===== src/rtl/vx_dvstack_unit.sv =====
// Per-warp divergence stack: a divergent split pushes an else-path level, joins resume the else path and then pop.
// Define DVSTACK_ERRCHK_EN to get sticky overflow/underflow flags and simulation assertions on those events.
module vx_dvstack_unit #(
  parameter int NUM_WARPS   = 4,
  parameter int NUM_THREADS = 4,
  parameter int PC_BITS     = 30,
  parameter int DEPTH       = 4,
  parameter int NWW         = (NUM_WARPS > 1) ? $clog2(NUM_WARPS) : 1,
  parameter int PTRW        = $clog2(DEPTH + 1)
) (
  input  logic                   clk,
  input  logic                   reset,
  input  logic                   ctl_valid,
  input  logic [NWW-1:0]         ctl_wid,
  input  logic                   split_valid,
  input  logic                   split_is_dvg,
  input  logic [NUM_THREADS-1:0] split_then_tmask,
  input  logic [NUM_THREADS-1:0] split_else_tmask,
  input  logic [PC_BITS-1:0]     split_next_pc,
  input  logic [NUM_THREADS-1:0] split_cur_tmask,
  input  logic                   join_valid,
  input  logic [PTRW-1:0]        join_stack_ptr,
  input  logic [NWW-1:0]         query_wid,
  output logic [PTRW-1:0]        query_ptr,
  output logic                   rsp_valid,
  output logic [NWW-1:0]         rsp_wid,
  output logic [NUM_THREADS-1:0] rsp_tmask,
  output logic [PC_BITS-1:0]     rsp_pc,
  output logic                   rsp_pc_valid,
  output logic                   rsp_noop,
  output logic                   err_overflow,
  output logic                   err_underflow
);

  localparam int LW = (DEPTH > 1) ? $clog2(DEPTH) : 1;

  logic [PTRW-1:0]        ptr_q        [NUM_WARPS];
  logic [DEPTH-1:0]       else_done_q  [NUM_WARPS];
  logic [NUM_THREADS-1:0] orig_tmask_q [NUM_WARPS][DEPTH];
  logic [NUM_THREADS-1:0] else_tmask_q [NUM_WARPS][DEPTH];
  logic [PC_BITS-1:0]     else_pc_q    [NUM_WARPS][DEPTH];

  logic [PTRW-1:0]        cur_ptr;
  logic [LW-1:0]          push_idx;
  logic [LW-1:0]          top_idx;
  logic                   do_split;
  logic                   do_join;
  logic                   push;
  logic                   ovf_evt;
  logic                   unf_evt;
  logic                   join_else;
  logic                   join_pop;
  logic [NUM_THREADS-1:0] nxt_tmask;
  logic [PC_BITS-1:0]     nxt_pc;
  logic                   nxt_pc_valid;
  logic                   nxt_noop;

  assign query_ptr = ptr_q[query_wid];

  // A split wins over a join in the same command; noop responses echo split_cur_tmask as the unchanged mask.
  always_comb begin
    cur_ptr      = ptr_q[ctl_wid];
    push_idx     = LW'(cur_ptr);
    top_idx      = LW'(cur_ptr - PTRW'(1));
    do_split     = ctl_valid & split_valid;
    do_join      = ctl_valid & join_valid & ~split_valid;
    push         = do_split & split_is_dvg & (cur_ptr != PTRW'(DEPTH));
    ovf_evt      = do_split & split_is_dvg & (cur_ptr == PTRW'(DEPTH));
    unf_evt      = do_join & (join_stack_ptr != cur_ptr) & (cur_ptr == '0);
    join_else    = do_join & (join_stack_ptr != cur_ptr) & (cur_ptr != '0)
                   & ~else_done_q[ctl_wid][top_idx];
    join_pop     = do_join & (join_stack_ptr != cur_ptr) & (cur_ptr != '0)
                   & else_done_q[ctl_wid][top_idx];
    nxt_tmask    = split_cur_tmask;
    nxt_pc       = '0;
    nxt_pc_valid = 1'b0;
    nxt_noop     = 1'b1;
    if (push) begin
      nxt_tmask = split_then_tmask;
      nxt_noop  = 1'b0;
    end else if (join_else) begin
      nxt_tmask    = else_tmask_q[ctl_wid][top_idx];
      nxt_pc       = else_pc_q[ctl_wid][top_idx];
      nxt_pc_valid = 1'b1;
      nxt_noop     = 1'b0;
    end else if (join_pop) begin
      nxt_tmask = orig_tmask_q[ctl_wid][top_idx];
      nxt_noop  = 1'b0;
    end
  end

  always_ff @(posedge clk or negedge reset) begin
    if (!reset) begin
      for (int w = 0; w < NUM_WARPS; w++) begin
        ptr_q[w]       <= '0;
        else_done_q[w] <= '0;
      end
    end else begin
      if (push) begin
        ptr_q[ctl_wid]                <= cur_ptr + PTRW'(1);
        else_done_q[ctl_wid][push_idx] <= 1'b0;
      end
      if (join_else) begin
        else_done_q[ctl_wid][top_idx] <= 1'b1;
      end
      if (join_pop) begin
        ptr_q[ctl_wid] <= cur_ptr - PTRW'(1);
      end
    end
  end

  // Level payload is never reset; else_done and ptr alone decide whether it is meaningful.
  always_ff @(posedge clk) begin
    if (push) begin
      orig_tmask_q[ctl_wid][push_idx] <= split_cur_tmask;
      else_tmask_q[ctl_wid][push_idx] <= split_else_tmask;
      else_pc_q[ctl_wid][push_idx]    <= split_next_pc;
    end
  end

  always_ff @(posedge clk or negedge reset) begin
    if (!reset) begin
      rsp_valid    <= 1'b0;
      rsp_wid      <= '0;
      rsp_tmask    <= '0;
      rsp_pc       <= '0;
      rsp_pc_valid <= 1'b0;
      rsp_noop     <= 1'b0;
    end else begin
      rsp_valid    <= ctl_valid & (split_valid | join_valid);
      rsp_wid      <= ctl_wid;
      rsp_tmask    <= nxt_tmask;
      rsp_pc       <= nxt_pc;
      rsp_pc_valid <= nxt_pc_valid;
      rsp_noop     <= nxt_noop;
    end
  end

`ifdef DVSTACK_ERRCHK_EN
  always_ff @(posedge clk or negedge reset) begin
    if (!reset) begin
      err_overflow  <= 1'b0;
      err_underflow <= 1'b0;
    end else begin
      err_overflow  <= err_overflow | ovf_evt;
      err_underflow <= err_underflow | unf_evt;
    end
  end

  always @(posedge clk) begin
    if (reset) begin
      ovf_check: assert (!ovf_evt);
      unf_check: assert (!unf_evt);
    end
  end
`else
  logic unused_err;
  assign unused_err    = ovf_evt | unf_evt;
  assign err_overflow  = 1'b0;
  assign err_underflow = 1'b0;
`endif

endmodule


===== config.mk =====
export PLATFORM = sky130hd
export DESIGN_NAME = vx_dvstack_unit
export DESIGN_NICKNAME = d
export VERILOG_FILES = /design/src/rtl/vx_dvstack_unit.sv
export SDC_FILE = /design/constraint.sdc
export NUM_CORES = 1
export LEC_CHECK = 0
export ABC_AREA = 1
export ABC_CLOCK_PERIOD_IN_PS = 8900
export BUFFER_PORTS_ARGS = -buffer_cell sky130_fd_sc_hd__clkbuf_2
export CELL_PAD_IN_SITES_DETAIL_PLACEMENT = 1
export CELL_PAD_IN_SITES_GLOBAL_PLACEMENT = 1
export CORE_AREA = 2 2 255 257
export CTS_BUF_LIST = sky130_fd_sc_hd__clkbuf_4 sky130_fd_sc_hd__clkbuf_8 sky130_fd_sc_hd__clkbuf_16
export CTS_CLUSTER_DIAMETER = 100
export DETAILED_ROUTE_END_ITERATION = 8
export DIE_AREA = 0 0 257 259
export HOLD_SLACK_MARGIN = 0.15
export PLACE_DENSITY = 0.68
export RECOVER_POWER = 50
export SETUP_SLACK_MARGIN = 0.15
export SYNTH_ARGS = -nofsm -noshare
export SYNTH_HDL_FRONTEND = slang
export SYNTH_SLANG_ARGS = --single-unit

===== constraint.sdc =====
create_clock -name clk -period 8.9 [get_ports clk]
set_input_delay 0 -clock clk [delete_from_list [all_inputs] [get_ports clk]]
set_output_delay 0 -clock clk [all_outputs]
set_load 0.05 [all_outputs]

After elaboration in Yosys (flattened, before gate mapping)
Memory sizes are Yosys's and may differ from the RTL's.
Index checks and enable logic that the tools add are counted.
Cells by class
  add/sub/neg operators: 2
  order comparisons: 10
  equal/unequal tests: 2
  multiplexer cells: 53
  bitwise logic cells: 20
  reductions and logical operators: 5
Operator list (number)
  30-bit 2-to-1 mux: 5
  120-bit 2-to-1 mux: 1
  30-bit binary-select mux with 2-bit select: 1
  30-bit demux with 2-bit select: 1
  16-bit 2-to-1 mux: 3
  4-bit 2-to-1 mux: 12
  4-bit binary-select mux with 2-bit select: 3
  12-bit bitwise mux: 2
  4-bit demux with 2-bit select: 3
  12-bit 2-to-1 mux: 2
  16-bit AND: 1
  16-bit inverter: 1
  16-bit OR: 1
  3-bit 2-to-1 mux: 5
  3-bit binary-select mux with 2-bit select: 2
  3-bit greater-or-equal comparator (second input constant): 4
  2-bit inverter with 3-bit output: 4
  1-bit AND: 10
  1-bit 2-to-1 mux: 9
  3-bit demux with 2-bit select: 1
  2-bit by 3-bit less-than comparator with 1-bit output (second input constant): 2
  3-bit by 1-bit less-than comparator with 1-bit output (second input constant): 2
  1-bit demux with 2-bit select: 2
  2-bit by 1-bit greater-or-equal comparator with 1-bit output (second input constant): 2
  9 further kinds: 13
Storage, ports and cells
  register bits after elaboration: 67
  memory bits (writable): 608
  input port bits: 55
  output and inout port bits: 44
  word-level logic and storage cells: 109
  memories: 3
Memory list
  else_pc_q: words 4, bits a word 120, read ports 1, clocked after memory_dff 0, write ports 1, RTL line 41  | logic [PC_BITS-1:0] else_pc_q [NUM_WARPS][DEPTH];
  else_tmask_q: words 4, bits a word 16, read ports 1, clocked after memory_dff 0, write ports 1, RTL line 40  | logic [NUM_THREADS-1:0] else_tmask_q [NUM_WARPS][DEPTH];
  orig_tmask_q: words 4, bits a word 16, read ports 1, clocked after memory_dff 0, write ports 1, RTL line 39  | logic [NUM_THREADS-1:0] orig_tmask_q [NUM_WARPS][DEPTH];

Depth between registers and ports, before layout
  depth after elaboration: 15
  gate-level depth with buffers: 18
  depth with buffers taken out: 16

Worst setup path after synthesis
Ideal clock, no wire load.
  path type: register -> register
  from: register ptr_q[3] (netlist name)
  to: memory else_pc_q[0][0] (netlist name) (enable)
  setup time: 435 ps
  arrival time: 3694 ps
  required time: 8465 ps
  path slack: 4771 ps
  cell stages (with the launch flop): 13
  path buffers: 4
  clock period less this slack: 4129 ps
  cell sequence: dfrtp_1 nand3_1 nand2_1 nor2_1 buf_2 buf_2 buf_2 ha_1 ha_1 nor2_1 nand3_1 clkbuf_1 nor2_1
Between the ends
  cells in the longest elaborated chain, start to end: 9
  elaborated cells between the ends (all ways): 13
  those cells by class: order compare: 2; eq/ne: 1; mux: 7; bitwise: 2; reduce/logical: 1
Ends and longest elaborated chain
  from (decl): RTL line 37  | logic [PTRW-1:0] ptr_q [NUM_WARPS];
  from (signal, indexed assignment): RTL line 100  | ptr_q[ctl_wid] <= cur_ptr + PTRW'(1);
  from (signal, indexed assignment): RTL line 107  | ptr_q[ctl_wid] <= cur_ptr - PTRW'(1);
  3-bit binary-select mux with 2-bit select *: RTL line 62  | cur_ptr = ptr_q[ctl_wid];
  3-bit 2-to-1 mux (implied by the code) * (2 in a row): RTL line 62
  2-bit inverter with 3-bit output (implied by the code): RTL line 117  | else_pc_q[ctl_wid][push_idx] <= split_next_pc;
  3-bit greater-or-equal comparator (implied by the code) or 3-bit by 1-bit less-than comparator with 1-bit output (tied branches): RTL line 117
  1-bit logical AND (implied by the code): RTL line 117
  30-bit 2-to-1 mux (implied by the code): RTL line 117
  30-bit demux with 2-bit select: RTL line 117
  120-bit 2-to-1 mux (implied by the code) *: RTL line 117
  to (decl): RTL line 41
Mark *: on every way between the ends. The rest lies on a longest branch, timed or not. The select of a mux whose other input is x is not followed.

Worst setup path in the final report
  from: input ctl_wid[0]
  to: register rsp_tmask[2]
Between the ends
  cells in the longest elaborated chain, start to end: 12
  elaborated cells between the ends (all ways): 31
  those cells by class: add/sub: 1; eq/ne: 2; mux: 17; bitwise: 8; reduce/logical: 1; memory: 2
Ends and longest elaborated chain
  from (decl): RTL line 14  | input logic [NWW-1:0] ctl_wid,
  2-bit inverter with 3-bit output (implied by the code): RTL line 62, 71, 73
  3-bit binary-select mux with 2-bit select: RTL line 62
  3-bit 2-to-1 mux (implied by the code) (2 in a row): RTL line 62
  3-bit by 1-bit subtractor with 3-bit output
  2-bit inverter with 3-bit output (implied by the code): RTL line 82, 87
  4-bit binary-select mux with 2-bit select: RTL line 87  | nxt_tmask = orig_tmask_q[ctl_wid][top_idx];
  4-bit 2-to-1 mux (implied by the code) (2 in a row): RTL line 87
  4-bit 2-to-1 mux: RTL line 86  | end else if (join_pop) begin
  4-bit 2-to-1 mux: RTL line 81  | end else if (join_else) begin
  4-bit 2-to-1 mux *: RTL line 78  | if (push) begin
  named net nxt_tmask[2]: RTL line 53  | logic [NUM_THREADS-1:0] nxt_tmask;
  to (signal assigned): RTL line 132  | rsp_tmask <= nxt_tmask;
  to (decl): RTL line 27  | output logic [NUM_THREADS-1:0] rsp_tmask,
The timed path passes the listed nets; every way through them passes the cells marked *. The select of a mux whose other input is x is not followed.

==> out/results.txt <==
Share of the synthesized area in the top cell type = 71.9%
Adder-cell share of the synthesized area = 0.296%
Die Ht = 259 um
Via count of the routed design = 15.8k
Clock Tree Buf Depth = 3
Post-synth ARST share = 9.93%
PD cells = 257 mW/mm2
Netlist area before placement = 0.0254 mm2
Largest family of logic cells by synthesized area = compound AO/OA/AOI/OAI gates
H-tree depth = 3
#FFs+latches synth = 675
Setup ws final = 3980 ps
Drt via density = 5.66
Worst r2r src = ptr_q[1]$_DFF_PN0_
Row cnt = 93
First-pass GRT wire length = 105,000 um
Antenna violations before repair = 2
Hold EP = rsp_valid$_DFF_PN0_
Routability cong. = 0.763
Fin nets = 1,936
Outcome = finished, violations left
DRC = 0
CTS root buf = clkbuf_16
Number of synthesized flops with an enable pin = 608
Final core utilization = 46.4%
Sequential area share after synthesis = 78.5%
Synth Flop Type = edfxtp_1
Post_cts resized = 0
Crit-path max FO = 55
Reg clk slew, reported paths = 60 ps
Final setup vio count = 0
Final Cycle Share = 55.2%
XOR/XNOR Fraction of Synth Area = 0%
Io pins = 99
Final hold vios = 0
RSZ-0062 raised after global routing = false
Area leader, netlist = edfxtp_1
R2R Setup Slk = 4550 ps
Fin crit period = 4920 ps
Slew @ Worst Pin = 3190 ps
Avg Inst Size Synth = 14.7 um2
Hold Path Origin = ctl_valid
Postcts setup bufs = 0
DRT iter0 DRCs = 1,247
CP cell instances = dlygate4sd3_1 > clkbuf_1 > nand2_4 > inv_2 > nand2_1 > nand2_1 > nor2_1 > nand2_1 > nand3_1 > nand2_2 > nand3_4 > nor2_1 > nor2_1 > nand2_1 > nand2_1 > dlygate4sd3_1
Hpwl dp = 35,300 um
Simple-gate area share of the yosys netlist = 8.04%
F_max = 203 MHz
Post-synthesis mux area share = 0.251%
Worst skew pair latency = 620 ps
Mapped Cells = 1,723
Worst hold margin = 226 ps
Share of cells above drive strength 1 = 12.1%
Max cap viols = 1
Number of global-route vias before repair = 16.8k
CP Class = in2reg
CTS tree = yes
Fin Clk Skew = 17.3 ps
Static leakage = 9.82 nW
CP dominant cell by count = nand2_1
Failing checks = capacitance limit, slew limit
Wirelength per Cell = 24.9 um
Compound-Gate Fraction of Synth Area = 10.5%
Routed wire length = 69,500 um
Gr usage total = 20.9%
Worst EP arrival = 5400 ps
Area Growth Syn to Fin = 16.7%
Critical Path RT = 9380 ps
Core Area = 0.0639 mm2
Min-Delay Path Depth = 4
Maximum VDD drop = 0.000160 V
RR Endpoint = rsp_tmask[2]$_DFF_PN0_
Hold WC Path Type = in2reg
ANT nets after route = 0
R2R cell count = 14
Pin count of the biggest net entering global routing = 92
Initial Utilization = 39.7%
Nature of the critical path endpoint = flip-flop
Synth area leaders = edfxtp_1 72%, dfrtp_1 6.6%, o22ai_1 6.3%
Slowest CP cell = inv_2
Critical Path Source Type = input port
Die ar. = 0.0666 mm2
Total grt overflow = 0
Chip Width = 257 um
Setup TNS = 0 ps
CP max stage delay = 890 ps
Rel. slew slack = -112%
Distinct cells, synth = 34
Slew Viols, Final = 50
CTS buffer count = 69
Yosys warns = 0
First drt pass iteration count = 7
Clock sink total = 675
Setup WS pre-CTS = 4460 ps
Port Buffers = 96
layout by cell type (no fill, tap or decap), types with 3 or more instances in the layout:
| master | n |
|---|---|
| inv_6 | 4 |
| clkbuf_8 | 3 |
| o21ai_0 | 81 |
| inv_1 | 29 |
| clkinv_2 | 14 |
| nor3_1 | 91 |
| edfxtp_1 | 608 |
| clkbuf_4 | 23 |
| clkinv_1 | 8 |
| nand3_1 | 41 |
| a211oi_2 | 30 |
| dlygate4sd3_1 | 62 |
| mux2_2 | 3 |
| nor2_4 | 20 |
| a21oi_1 | 24 |
| a22oi_1 | 12 |
| nand4_1 | 14 |
| ha_1 | 6 |
| nand2_2 | 3 |
| o22ai_1 | 257 |
| inv_2 | 3 |
| buf_4 | 27 |
| clkbuf_1 | 79 |
| o21ai_1 | 9 |
| clkbuf_16 | 73 |
| nor2_1 | 59 |
| nand2_1 | 242 |
| dfrtp_1 | 67 |
| clkbuf_2 | 19 |
| mux2i_1 | 3 |
synth_stat cells, types with 14 or more instances:
cell type and number:
o21ai_0 81, buf_2 31, a21oi_1 24, dfrtp_1 67, nand3_1 42, inv_1 29
buf_1 15, o22ai_1 257, nor3_1 91, edfxtp_1 608, nor2_1 78, nand4_1 14
nand2_1 243, clkbuf_1 53, a211oi_2 30
critical path: cells and delay by family:
family	cells	cell delay (ps)
buffers and inverters	4	2610
and+or+nand+nor	12	2750
sequential cells by signal, summed over array words and instances (netlist names):
name	flops
else_tmask_q	64
rsp_valid	1
else_pc_q	480
else_done_q	16
rsp_pc	30
orig_tmask_q	64
rsp_tmask	4
rsp_wid	2
rsp_pc_valid	1
rsp_noop	1
ptr_q	12
metal layers:
layer / GRT usage [%] / routed length [um]
met1: 28.1 / 30500
met4: 5.86 / 1570
met5: 0 / 26
met2: 35.5 / 34400
met3: 3.20 / 2990
logic make-up after synthesis:
| family | Yosys count |
|---|---|
| DFF | 675 |
| other | 1 |
| and+or+nand+nor | 478 |
| AOI/OAI and AO/OA | 415 |
| adders and majority gates | 6 |
| buffers and inverters | 142 |
| muxes | 6 |
where the power goes:
group / total [mW] / leakage [nW] / switching (mW) / internal (mW)
registers: 3.62 / 6.31 / 0.0559 / 3.56
clock network: 2.86 / 1.14 / 1.20 / 1.67
logic: 1.12 / 2.36 / 0.827 / 0.293
total: 7.60 / 9.82 / 2.08 / 5.52
area by class of cell:
| class | instances | area, um2 |
|---|---|---|
| tap | 855 | 1070 |
| antenna | 1 | 2.50 |
| fill | 6364 | 34300 |
| timing repair buffer | 187 | 1210 |
| clock inverter | 28 | 209 |
| clock buffer | 99 | 2040 |
| sequential | 675 | 19900 |
| inverter | 35 | 143 |
| multi-input combinational | 907 | 5010 |
how the worst max path moves through the flow:
stage / from / endpoint / slack (ps) / cells past startpoint
2_1_floorplan: ptr_q[3]$_DFF_PN0_ / else_pc_q[0][0]$_DFFE_PP_ / 4770 / 12
3_3_place_gp: ctl_wid[0] / else_tmask_q[2][5]$_DFFE_PP_ / 4470 / 11
3_5_place_dp: ctl_wid[0] / else_tmask_q[2][6]$_DFFE_PP_ / 4460 / 11
4_1_cts: ctl_wid[0] / rsp_tmask[2]$_DFF_PN0_ / 4370 / 16
5_1_grt: ctl_wid[0] / rsp_tmask[2]$_DFF_PN0_ / 3630 / 16
6_report: ctl_wid[0] / rsp_tmask[2]$_DFF_PN0_ / 3980 / 16
per-stage QoR:
step,power (mW),instances,instance area [um2]
after global routing,7.87,2786,29600
after floorplan,4.39,1724,25400
after global placement,4.74,2596,26800
after CTS,7.66,2786,29700
final,7.60,2787,29600
after detailed placement,4.77,2596,26800
repair_timing:
item,in CTS,in global routing
endpoints found under the hold margin,689,0
hold buffers,63,0
endpoints found under the setup margin,0,0
Note: power is estimated with default switching activity, not from simulation.
